===== src/rtl/rx_frame_deserializer.sv =====
// rx_frame_deserializer: oversampled UART frame receiver (data, optional parity, stop) with 3-sample majority vote
module rx_frame_deserializer #(
   parameter int DATA_BITS  = 8,
   parameter int PARITY_EN  = 1,
   parameter int PARITY_ODD = 0,
   parameter int OVERSAMPLE = 16
) (
   input  logic                 Baud_Clk,
   input  logic                 Rst_n,
   input  logic                 Rx_In,
   input  logic                 DeStart_Bit,
   output logic [DATA_BITS-1:0] Rx_Data,
   output logic                 Rx_Done,
   output logic                 Parity_Err,
   output logic                 Frame_Err,
   output logic                 Rx_Busy
);
   localparam int TW = $clog2(OVERSAMPLE);
   localparam int BW = $clog2(DATA_BITS);
   localparam int M  = OVERSAMPLE / 2;
   localparam logic [TW-1:0] T_LO  = TW'(M - 1);
   localparam logic [TW-1:0] T_MID = TW'(M);
   localparam logic [TW-1:0] T_HI  = TW'(M + 1);
   localparam logic [TW-1:0] T_END = TW'(OVERSAMPLE - 1);
   localparam logic [BW-1:0] B_END = BW'(DATA_BITS - 1);

   typedef enum logic [1:0] {IDLE, DATA, PARITY, STOP} state_t;

   state_t               state;
   logic [TW-1:0]        tick;
   logic [BW-1:0]        bit_idx;
   logic [DATA_BITS-1:0] shift;
   logic                 s_lo, s_mid, vote_q, par, maj, vote;

   // majority of the two stored samples and the live third one; the held vote covers the bit end
   always_comb begin
      maj  = (s_lo & s_mid) | (s_lo & Rx_In) | (s_mid & Rx_In);
      vote = (tick == T_HI) ? maj : vote_q;
   end

   // capture the mid-bit samples and the finished vote
   always_ff @(posedge Baud_Clk or negedge Rst_n) begin
      if (!Rst_n) begin
         s_lo   <= 1'b0;
         s_mid  <= 1'b0;
         vote_q <= 1'b0;
      end else begin
         if (tick == T_LO)  s_lo   <= Rx_In;
         if (tick == T_MID) s_mid  <= Rx_In;
         if (tick == T_HI)  vote_q <= maj;
      end
   end

   // frame sequencer with registered outputs
   always_ff @(posedge Baud_Clk or negedge Rst_n) begin
      if (!Rst_n) begin
         state      <= IDLE;
         tick       <= '0;
         bit_idx    <= '0;
         shift      <= '0;
         par        <= 1'b0;
         Rx_Data    <= '0;
         Rx_Done    <= 1'b0;
         Parity_Err <= 1'b0;
         Frame_Err  <= 1'b0;
         Rx_Busy    <= 1'b0;
      end else begin
         Rx_Done <= 1'b0;
         tick    <= (state == IDLE || tick == T_END) ? '0 : tick + 1'b1;
         case (state)
            IDLE: if (DeStart_Bit) begin
               state   <= DATA;
               bit_idx <= '0;
               Rx_Busy <= 1'b1;
            end
            DATA: if (tick == T_END) begin
               shift   <= {vote, shift[DATA_BITS-1:1]};
               bit_idx <= bit_idx + 1'b1;
               if (bit_idx == B_END) state <= (PARITY_EN != 0) ? PARITY : STOP;
            end
            PARITY: if (tick == T_END) begin
               par   <= vote;
               state <= STOP;
            end
            STOP: if (tick == T_HI) begin
               Rx_Data    <= shift;
               Frame_Err  <= ~maj;
               Parity_Err <= (PARITY_EN != 0) & (^shift ^ par ^ (PARITY_ODD != 0));
               Rx_Done    <= 1'b1;
               Rx_Busy    <= 1'b0;
               state      <= IDLE;
            end
         endcase
      end
   end
endmodule

===== config.mk =====
export PLATFORM = sky130hd
export DESIGN_NAME = rx_frame_deserializer
export DESIGN_NICKNAME = d
export VERILOG_FILES = /design/src/rtl/rx_frame_deserializer.sv
export SDC_FILE = /design/constraint.sdc
export NUM_CORES = 1
export LEC_CHECK = 0
export BUFFER_PORTS_ARGS = -buffer_cell sky130_fd_sc_hd__buf_2
export CAP_MARGIN = 20
export CORE_MARGIN = 3
export CORE_UTILIZATION = 35
export CTS_CLUSTER_SIZE = 12
export DETAILED_ROUTE_END_ITERATION = 7
export HOLD_SLACK_MARGIN = 0.06
export SYNTH_ARGS = -nofsm -noshare
export SYNTH_HDL_FRONTEND = slang
export SYNTH_SLANG_ARGS = --single-unit

===== constraint.sdc =====
create_clock -name Baud_Clk -period 1.5 [get_ports Baud_Clk]
set_input_delay 0.225 -clock Baud_Clk [delete_from_list [all_inputs] [get_ports Baud_Clk]]
set_output_delay 0.225 -clock Baud_Clk [all_outputs]
set_load 0.02 [all_outputs]

==> results of run 1 <==
Yosys cell counts, types with 2 or more instances:
cell type  count  area (um^2)
dfrtp_1       33        825.8
mux2i_1        4        40.04
o31ai_1        3        22.52
o21ai_0        8        40.04
xor2_1         2        17.52
nand2_1        7        26.28
ha_1          10        125.1
mux2_2        17        191.4
nor2_1         4        15.01
inv_1          9        33.78
a21oi_1        3        15.01
xnor2_1        5        43.79
worst register-to-register path: cells and delay by family (launching register included):
| family | cells | cell delay (ns) |
|---|---|---|
| DFF | 1 | 0.41 |
| and+or+nand+nor | 1 | 0.11 |
| muxes | 1 | 0.30 |
| buffers and inverters | 1 | 0.09 |
| AOI/OAI and AO/OA | 2 | 0.36 |
| adders and majority gates | 1 | 0.13 |
final timing paths:
kind	from	to	slack [ns]	depth (start not counted)
worst max-delay path	tick[1]$_DFF_PN0_	state[1]$_DFFE_PN0P_	0.003	6
worst min-delay path	Rx_In	s_lo$_DFFE_PN0N_	0.21	2
worst max register to register	tick[1]$_DFF_PN0_	state[1]$_DFFE_PN0P_	0.003	6
worst min register to register	Frame_Err$_DFFE_PN0P_	Frame_Err$_DFFE_PN0P_	0.50	2
max in group asynchronous	Rst_n	shift[4]$_DFFE_PN0P_	0.68	3
min in group asynchronous	Rst_n	state[1]$_DFFE_PN0P_	0.49	3
sequential cells by signal (all words and copies together), names as in the netlist:
register	count
Rx_Busy	1
state	2
shift	8
bit_idx	3
s_lo	1
Rx_Data	8
Parity_Err	1
par	1
tick	4
Frame_Err	1
vote_q	1
Rx_Done	1
s_mid	1
power groups by stage:
stage	clock (mW)	sequential, mW	combinational (mW)
detailed placement	0	1.11	0.881
global placement	0	1.10	0.847
finish	0.869	1.11	0.971
floorplan	0	1.10	0.589
CTS	0.893	1.10	0.937
global route	0.943	1.12	1.09
area by class of cell:
class / count / area (um^2)
Sequential cell: 33 / 828.3
Clock inverter: 2 / 37.54
Clock buffer: 6 / 82.58
Inverter: 9 / 33.78
Tap cell: 50 / 62.56
Multi-Input combinational cell: 79 / 734.5
Fill cell: 364 / 2173
Timing Repair Buffer: 34 / 220.2
cells by family (layout without fill, tap and decap cells):
logic type | after synthesis | in the layout
muxes | 22 | 22
AOI/OAI and AO/OA | 17 | 17
DFF | 33 | 33
xor gates and xnor gates | 8 | 8
adders and majority gates | 11 | 11
and+or+nand+nor | 21 | 21
buffers and inverters | 12 | 51
per-stage QoR:
stage            util  hold slack, ns  setup TNS, ns
2_1_floorplan       -        -0.07059       -0.09283
3_3_place_gp   0.4294          0.2670              0
3_5_place_dp   0.4294          0.2785       -0.03387
4_1_cts        0.4684          0.2045       -0.01345
5_1_grt        0.4792          0.2147        -0.2569
6_report       0.4792          0.2109              0
repair_timing:
action	4_1_cts	5_1_grt
hold endpoints to repair	33	0
endpoints found under the setup margin	8	16
gates resized for setup	5	7
pin swaps	1	3
hold buffers	1	0
buffers inserted	2	3
routing by layer:
| layer | vias up | share of wire | global-route usage |
|---|---|---|---|
| met2 | 17 | 0.50 | 0.2054 |
| met4 | 0 | 0.010 | 0.04303 |
| li1 | 498 | - | - |
| met5 | - | 0 | 0 |
| met1 | 527 | 0.45 | 0.1495 |
| met3 | 5 | 0.036 | 0.03719 |
==> key figures, run 1 <==
Run status
  • Status: finished, final reports clean

Critical path
  • CP Max Fanout: 3
  • Arr. time, crit path: 1.67 ns
  • WP buf/inv: 1
  • Cells along the critical path: inv_2 -> ha_4 -> nand3b_1 -> a221oi_2 -> o21ai_2 -> mux2_4
  • Crit-path leading delay family: flip-flops
  • Slowest-stage cell, CP: dfrtp_1
  • Critical Path Start Type: flop
  • CP Class: reg2reg
  • Critical path's largest stage delay: ~0.41 ns
  • Setup crit end kind: flop
  • Critical path required time: 1.67 ns

Route
  • Via count: 1047
  • Final ANT Viol Nets: 0
  • Vias per cell: between 4 and 5
  • 1st-pass router iterations: 4
  • WL per Instance: 13.42 um
  • Post-route DRC: 0
  • DRT Wirelength: approximately 2900 um
  • Iteration-0 DRC Markers: 42

Worst hold path
  • HP Class: in2reg

Synth
  • Post-Synth Simple-Gate Area: 0.07263
  • Syn Inst Count: 124
  • Mux contribution to synthesized area: 0.1572
  • Post-synth ARST share: 1.000
  • Syn_area_per_cell: 12.64 um^2
  • Synth cell types: 31
  • Register bit total from synthesis: 33
  • Post-synth EDFFs: 0
  • Synth Area in Adders: 0.08619
  • Syn nets: 138
  • Yosys warning count: 0
  • Synth Area in XOR/XNOR: 0.05347
  • Post-synthesis sequential area ratio: 0.5267
  • Most used DFF post-synth: dfrtp_1
  • Synthesized cell area: 1568 um^2
  • Synth Area in Compound Gates: 0.06864
  • Largest family of logic cells by synthesized area: multiplexers

Clocking
  • Root buf cell: clkbuf_8
  • Clk pin slew, worst setup/hold paths: 0.07 ns
  • TritonCTS clock tree: built
  • Clk Latency, worst-skew pair: 0.28 ns
  • CTS sink cnt: 33
  • CTS max path bufs: 2
  • H-tree Lvls: 2
  • Total CTS buffers: 5

Timing
  • Max-slew headroom: 0.7202
  • Achievable Freq: roughly 670 MHz
  • Finish-stage setup viols: 0
  • Final hold vios: 0
  • Worst Max-Slew Pin Slew: 0.4198 ns
  • Pins Over Slew Limit: 0
  • Clock Skew: 0.006227 ns
  • Period utilization: 0.9982
  • RSZ-0062 raised after global routing: yes
  • Post-layout minimum cycle time: between 1 and 1.5 ns
  • Slack of the critical path: between 0.002 and 0.003 ns

Power and ir drop
  • Final Power: 2.945 mW
  • Peak VDD IR: 0.5967 mV
  • Clock power share: 0.295
  • Internal power: just over 2 mW
  • Switching Fraction: 0.3047
  • Sequential share of power: 0.375
  • Sw Pwr: 0.8975 mW
  • Total leakage power: just over 1 nW
  • Comb pwr share: 0.330
  • Cell area power density: 1473 nW/um^2

Floorplan
  • Ports: 16
  • Initial cell density of the core: 0.3757
  • Die width: 72.93 um
  • Core Area: 4173 um^2
  • Die Y: 72.93 um
  • Die ar.: 5318 um^2
  • # rows: 23

Placement
  • Port Buffer Count: 15
  • Placed cells: 199
  • Dpl ws: -0.03082 ns
  • Placed cell area: between 1500 and 2000 um^2
  • Placer Congestion: 0.7220
  • Post-DP HPWL: 2065 um

Layout
  • Commonest cells after routing, fill and taps aside: dfrtp_1 (31), buf_4 (18), mux2_2 (17)
  • ANT cells: 0
  • Nets@finish: 176
  • Proportion of layout cells with a drive suffix above 1: 0.4663
  • Leading cell type in the layout, fill and taps excluded: dfrtp_1
  • Area Overhead vs Synth: 27.53%
  • Fin area: ~2000 um^2
  • Layout Cells excl Fill: between 200 and 250

Run
  • Maxcap violations: 0

Global route
  • Pin count of the biggest net entering global routing: 34
  • GRT Total Usage: 0.1227
  • Initial antenna violation count: 0
  • Vias in the first global route: approximately 1100
  • Total global routing overflow: 0
  • First-pass GRT wire length: 4926 um
Note: power is estimated with default switching activity, not from simulation.
==> inputs of run 2 (changes only) <==
--- a/config.mk
+++ b/config.mk
@@ -7,10 +7,12 @@
 export LEC_CHECK = 0
 export BUFFER_PORTS_ARGS = -buffer_cell sky130_fd_sc_hd__buf_2
 export CAP_MARGIN = 20
+export CORE_ASPECT_RATIO = 1.5
 export CORE_MARGIN = 3
 export CORE_UTILIZATION = 35
 export CTS_CLUSTER_SIZE = 12
 export DETAILED_ROUTE_END_ITERATION = 7
+export GPL_ROUTABILITY_DRIVEN = 0
 export HOLD_SLACK_MARGIN = 0.06
 export SYNTH_ARGS = -nofsm -noshare
 export SYNTH_HDL_FRONTEND = slang
==> run 2 against run 1 <==
Against the previous run: the flow now finishes with violations (negative setup slack); via count is 1.1% higher; sequential cell count did not move; final area fell by 0.25%; final cell count shrank 2.3%; wire length grew 7.0%; utilization shrank 1.3 points; register-to-register slack lost 0.03 ns; non-clock buffer count grew 1; power decreased by 5.6%; critical path depth is 2 lower; worst setup slack got worse by 0.026 ns.
==> key figures, run 2 (synthesis results as in run 1) <==
Run status
  • Status: complete, but fails checks
  • Failing checks: negative setup slack

Timing
  • Pins Over Slew Limit: 0 (unchanged)
  • Final hold vios: 0 (unchanged)
  • Period utilization: 1.016 (+0.01749)
  • RSZ-0062 raised after global routing: yes
  • Clock Skew: 0.006942 ns (+0.0007145 ns)
  • Max-slew headroom: 0.7487 (+0.02855)
  • Finish-stage setup viols: 2 (+2)
  • Post-layout minimum cycle time: 1.524 ns (+0.02623 ns)
  • Slack of the critical path: -0.02360 ns (-0.02623 ns)
  • Worst Max-Slew Pin Slew: 0.3769 ns (-0.04282 ns)
  • Achievable Freq: 656.3 MHz (-1.7%)

Clocking
  • Total CTS buffers: 5 (unchanged)
  • CTS max path bufs: 2 (unchanged)
  • H-tree Lvls: 2 (unchanged)
  • Clk pin slew, worst setup/hold paths: 0.07 ns (about the same)
  • Clk Latency, worst-skew pair: 0.28 ns (about the same)
  • Root buf cell: clkbuf_8
  • CTS sink cnt: 33 (unchanged)
  • TritonCTS clock tree: built

Global route
  • First-pass GRT wire length: 5106 um (+3.7%)
  • Total global routing overflow: 0 (unchanged)
  • Pin count of the biggest net entering global routing: 20 (-41%)
  • Initial antenna violation count: 0 (unchanged)
  • GRT Total Usage: 0.1331 (+0.01042)
  • Vias in the first global route: 1119 (+3.3%)

Floorplan
  • Die ar.: 5335 um^2 (+0.32%)
  • Die Y: 87.97 um (+21%)
  • Die width: 60.65 um (-17%)
  • Initial cell density of the core: 0.3662 (-0.009552)
  • Ports: 16 (unchanged)
  • # rows: 29 (+26%)
  • Core Area: 4282 um^2 (+2.6%)

Critical path
  • WP buf/inv: 0 (-1)
  • Reg2reg setup slack: -0.02 ns (-0.03 ns)
  • Origin of the critical flop-to-flop path: tick[0]$_DFF_PN0_
  • CP Class: reg2reg
  • Critical path required time: 1.67 ns (about the same)
  • Arr. time, crit path: 1.69 ns (+0.02 ns)
  • Reg2reg path depth: 4 (-2)
  • Setup crit end kind: flop
  • R2r endpoint: state[1]$_DFFE_PN0P_
  • Cells along the critical path: ha_2 -> and3_2 -> o21ai_2 -> mux2_4
  • Crit-path leading delay family: flip-flops
  • CP Max Fanout: 4 (+1)
  • Critical Path Start Type: flop
  • Critical path's largest stage delay: 0.42 ns (about the same)
  • Slowest-stage cell, CP: dfrtp_1

Power and ir drop
  • Peak VDD IR: 0.6624 mV (+11%)
  • Total leakage power: 1.002 nW (-0.82%)
  • Cell area power density: 1394 nW/um^2 (-5.4%)
  • Final Power: 2.779 mW (-5.6%)

Placement
  • Post-DP HPWL: 2208 um (+6.9%)
  • Placed cell area: 1804 um^2 (+0.70%)
  • Port Buffer Count: 15 (unchanged)
  • Placed cells: 194 (-2.5%)

Worst hold path
  • Hold depth: 2 (unchanged)
  • Worst hold endpoint: s_lo$_DFFE_PN0N_
  • Hold Startpoint: Rx_In
  • HP Class: in2reg

Layout
  • Proportion of layout cells with a drive suffix above 1: 0.4506 (-0.01564)
  • Top Registers: Rx_Data (8), shift (8), tick (4)
  • Commonest cells after routing, fill and taps aside: dfrtp_1 (33), mux2_2 (17), buf_4 (17)
  • Area Overhead vs Synth: 27.21%
  • ANT cells: 0 (unchanged)
  • Nets@finish: 177 (+0.57%)
  • Leading cell type in the layout, fill and taps excluded: dfrtp_1
  • Layout Cells excl Fill: 208 (-2.3%)
  • Fin area: 1994 um^2 (-0.25%)

Route
  • Iteration-0 DRC Markers: 20 (-52%)
  • DRT Wirelength: 3060 um (+7.0%)
  • Vias per cell: 5.091 (+3.6%)
  • Final ANT Viol Nets: 0 (unchanged)
  • Via count: 1059 (+1.1%)
  • 1st-pass router iterations: 4 (unchanged)
  • WL per Instance: 14.71 um (+9.6%)
  • Post-route DRC: 0 (unchanged)

Run
  • Maxcap violations: 0 (unchanged)
[run 2: cell count changes in the layout (fill, tap and decap cells not counted), sizes merged]
cell and delta:
clkinv +1, clkbuf -1, bufinv -1, buf +1
clkinvlp -1
[run 2: power by group]
group | internal [mW] | switching (mW)
logic | 0.569 | 0.505
registers | 0.996 | 0.103
clock network | 0.305 | 0.302
[run 2: final cells by class]
cell class / instances / area [um^2]
clock buffer: 5 / 68.82
clock inverter: 1 / 5.005
fill: 398 / 2287
inverter: 9 / 33.78
multi-input combinational: 79 / 750.7
sequential: 33 / 825.8
tap: 46 / 57.56
timing repair buffer: 35 / 252.7
[run 2: layer usage]
layer,GRT usage,share of wire
met5,0,0
met4,0.06509,0.020
met1,0.1289,0.38
met2,0.2434,0.56
met3,0.04277,0.034
[run 2: per-stage QoR]
step	setup TNS (ns)	hold slack, ns	setup slack [ns]	utilization
floorplan	-0.09283	-0.07059	-0.07239	-
global placement	-0.02954	0.1662	-0.02954	0.4214
detailed placement	-0.1728	0.1687	-0.05644	0.4214
CTS	-0.01719	0.2131	-0.01719	0.4506
global route	-0.4783	0.2208	-0.07361	0.4658
finish	-0.02374	0.2201	-0.02360	0.4658
[run 2: repair_timing]
| action | 4_1_cts | 5_1_grt |
|---|---|---|
| pin swaps | 1 | 4 |
| buffers inserted | 3 | 4 |
| endpoints found under the setup margin | 7 | 22 |
| gates resized for setup | 5 | 6 |
| endpoints found under the hold margin | 14 | 0 |
| hold buffers | 1 | 0 |
[run 2: worst max path at each step]
stage	start	endpoint	slack, ns	depth (start not counted)
5_1_grt	tick[1]$_DFF_PN0_	state[1]$_DFFE_PN0P_	-0.07	6
4_1_cts	tick[1]$_DFF_PN0_	state[1]$_DFFE_PN0P_	-0.02	6
3_3_place_gp	tick[1]$_DFF_PN0_	state[1]$_DFFE_PN0P_	-0.03	6
2_1_floorplan	state[1]$_DFFE_PN0P_	state[1]$_DFFE_PN0P_	-0.07	7
6_report	tick[0]$_DFF_PN0_	state[1]$_DFFE_PN0P_	-0.02	4
3_5_place_dp	tick[1]$_DFF_PN0_	state[1]$_DFFE_PN0P_	-0.06	6
==> inputs of run 3 (changes only) <==
--- a/config.mk
+++ b/config.mk
@@ -14,6 +14,7 @@
 export DETAILED_ROUTE_END_ITERATION = 7
 export GPL_ROUTABILITY_DRIVEN = 0
 export HOLD_SLACK_MARGIN = 0.06
+export PLACE_DENSITY_LB_ADDON = 0.08
 export SYNTH_ARGS = -nofsm -noshare
 export SYNTH_HDL_FRONTEND = slang
 export SYNTH_SLANG_ARGS = --single-unit
==> run 3 against run 2 <==
Against the previous run: the run still ends with negative setup slack left; critical path type unchanged; final area shrank 1.6%; critical path depth increased by 2; combinational power fell by 4%; global-route usage down 0.70 points; power is 0.61% lower; die area unchanged.
==> key figures, run 3 (synthesis results as in run 1) <==
Critical path
  • WP buf/inv: 4 (+4)
  • Origin of the critical flop-to-flop path: tick[1]$_DFF_PN0_
  • Crit-path leading delay family: simple AND/OR/NAND/NOR gates
  • Slowest-stage cell, CP: or4_1
  • Critical Path Start Type: flop
  • Cells along the critical path: inv_2 -> buf_4 -> buf_4 -> buf_4 -> or4_1 -> a21oi_1
  • Arr. time, crit path: 1.76 ns (+0.07 ns)
  • Reg2reg setup slack: -0.06 ns (-0.04 ns)
  • R2r endpoint: tick[3]$_DFF_PN0_
  • CP Class: reg2reg
  • CP Max Fanout: 3 (-1)
  • Reg2reg path depth: 6 (+2)
  • Critical path's largest stage delay: 0.51 ns (+0.09 ns)
  • Critical path required time: 1.70 ns (+0.03 ns)
  • CP dominant cell by count: buf_4
  • Setup crit end kind: flop

Clocking
  • CTS sink cnt: 33 (unchanged)
  • Total CTS buffers: 5 (unchanged)
  • Clk pin slew, worst setup/hold paths: 0.07 ns (about the same)
  • Root buf cell: clkbuf_8
  • CTS max path bufs: 2 (unchanged)
  • Clk Latency, worst-skew pair: 0.27 ns (about the same)
  • H-tree Lvls: 2 (unchanged)
  • TritonCTS clock tree: built

Global route
  • Vias in the first global route: 1095 (-2.1%)
  • First-pass GRT wire length: 4981 um (-2.4%)
  • Pin count of the biggest net entering global routing: 34 (+70%)
  • Initial antenna violation count: 0 (unchanged)
  • GRT Total Usage: 0.1261 (-0.006989)
  • Total global routing overflow: 0 (unchanged)

Power and ir drop
  • Sequential share of power: 0.401 (+0.006)
  • Cell area power density: 1408 nW/um^2 (+1.0%)
  • Switching Fraction: 0.3273 (about the same)
  • Sw Pwr: 0.9040 mW (-0.66%)
  • Peak VDD IR: 0.5977 mV (-9.8%)
  • Comb pwr share: 0.372 (-0.014)
  • Clock power share: 0.228 (+0.010)
  • Internal power: 1.858 mW (-0.58%)
  • Total leakage power: 0.9820 nW (-2.0%)

Layout
  • Nets@finish: 175 (-1.1%)
  • Proportion of layout cells with a drive suffix above 1: 0.4383 (-0.01235)
  • Util after Layout: 0.4582 (-0.007597)
  • Leading cell type in the layout, fill and taps excluded: dfrtp_1
  • Seq. cell area: 825.8 um^2 (unchanged)
  • Commonest cells after routing, fill and taps aside: dfrtp_1 (33), mux2_2 (17), buf_2 (15), buf_4 (15)
  • Fillers: 406 (+2.0%)
  • Area Overhead vs Synth: 25.14%
  • Top Registers: Rx_Data (8), shift (8), tick (4)
  • Area occupied by multi-input gates: 753.2 um^2 (+0.33%)
  • ANT cells: 0 (unchanged)

Route
  • Iteration-0 DRC Markers: 24 (+20%)
  • 1st-pass router iterations: 4 (unchanged)
  • Final ANT Viol Nets: 0 (unchanged)
  • WL per Instance: 13.96 um (-5.1%)
  • Vias per cell: 4.938 (-3.0%)
  • DRT Wirelength: 2903 um (-5.1%)
  • Post-route DRC: 0 (unchanged)
  • Via count: 1027 (-3.0%)

Timing
  • Clock Skew: 0.002249 ns (-0.004693 ns)
  • Final hold vios: 0 (unchanged)
  • Worst Hold Slack: 0.2089 ns (-0.01117 ns)
  • Period utilization: 1.043 (+0.02701)
  • Achievable Freq: 639.3 MHz (-2.6%)
  • Max-slew headroom: 0.7193 (-0.02943)
  • RSZ-0062 raised after global routing: yes
  • Post-layout minimum cycle time: 1.564 ns (+0.04051 ns)
  • Pins Over Slew Limit: 0 (unchanged)
  • Worst Max-Slew Pin Slew: 0.4211 ns (+0.04414 ns)
  • Finish-stage setup viols: 8 (+6)
  • Slack of the critical path: -0.06410 ns (-0.04051 ns)

Worst hold path
  • Hold Startpoint: Rx_In
  • HP Class: in2reg
  • Worst hold endpoint: s_lo$_DFFE_PN0N_
  • Hold depth: 2 (unchanged)

Floorplan
  • Ports: 16 (unchanged)
  • Initial cell density of the core: 0.3662 (unchanged)
  • Core Area: 4282 um^2 (unchanged)
  • Die Y: 87.97 um (unchanged)
  • # rows: 29 (unchanged)
  • Die ar.: 5335 um^2 (unchanged)
  • Die width: 60.65 um (unchanged)

Run status
  • Status: complete, but fails checks
  • Failing checks: negative setup slack

Run
  • Maxcap violations: 0 (unchanged)

Placement
  • Port Buffer Count: 15 (unchanged)
==> run 3: worst max-delay path by stage <==
| stage | from | endpoint | slack, ns | cells past startpoint |
|---|---|---|---|---|
| 2_1_floorplan | state[1]$_DFFE_PN0P_ | state[1]$_DFFE_PN0P_ | -0.07 | 7 |
| 3_3_place_gp | tick[1]$_DFF_PN0_ | state[1]$_DFFE_PN0P_ | -0.07 | 6 |
| 3_5_place_dp | tick[1]$_DFF_PN0_ | state[1]$_DFFE_PN0P_ | -0.11 | 6 |
| 4_1_cts | tick[1]$_DFF_PN0_ | state[1]$_DFFE_PN0P_ | -0.1 | 6 |
| 5_1_grt | tick[1]$_DFF_PN0_ | state[1]$_DFFE_PN0P_ | -0.15 | 6 |
| 6_report | tick[1]$_DFF_PN0_ | tick[3]$_DFF_PN0_ | -0.06 | 6 |
==> run 3: metrics by stage <==
step / setup WS [ns] / instances / setup TNS (ns) / area (um^2) / power [mW]
final: -0.06410 / 208 / -0.1763 / 1962 / 2.762
after global routing: -0.1498 / 208 / -0.7866 / 1962 / 2.956
after global placement: -0.07404 / 196 / -0.3173 / 1794 / 1.983
after CTS: -0.09954 / 206 / -0.1477 / 1917 / 2.725
after detailed placement: -0.1130 / 196 / -0.3449 / 1794 / 2.012
after floorplan: -0.07239 / 124 / -0.09283 / 1587 / 1.691
==> run 3: power groups by stage <==
stage / clock network [mW] / logic, mW / registers (mW)
final: 0.629 / 1.03 / 1.11
after global routing: 0.694 / 1.14 / 1.12
after CTS: 0.662 / 0.968 / 1.09
after detailed placement: 0 / 0.911 / 1.10
after global placement: 0 / 0.888 / 1.09
after floorplan: 0 / 0.589 / 1.10
==> run 3: timing repair <==
action / CTS / global route
pin swaps: 2 / 3
gates cloned: 0 / 1
hold buffers: 1 / 0
gates resized for setup: 6 / 5
buffers inserted: 1 / 1
setup endpoints to repair: 13 / 21
endpoints found under the hold margin: 33 / 0
==> run 3: final cells by class <==
type / instances / share of cell area
repair buffers: 32 / 0.1065
flip-flops and latches: 33 / 0.4209
multi-input cells: 80 / 0.3839
clock buffers: 6 / 0.03699
well taps: 46 / 0.02934
clock inverters: 2 / 0.005102
inverters: 9 / 0.01722
==> run 3: metal layers <==
layer  part of all wire  global-route usage  vias to the layer above
met4              0.020             0.05325                        0
met1               0.42              0.1366                      505
met3              0.032             0.03097                        5
met2               0.52              0.2259                       14
li1                   -                   -                      503
met5                  0                   0                        -
==> run 3: worst register-to-register path, cell delays in order, from the launching register on <==
cell	delay (ns)
dfrtp_1	0.39
inv_2	0.07
buf_4	0.13
buf_4	0.12
buf_4	0.12
or4_1	0.51
a21oi_1	0.15
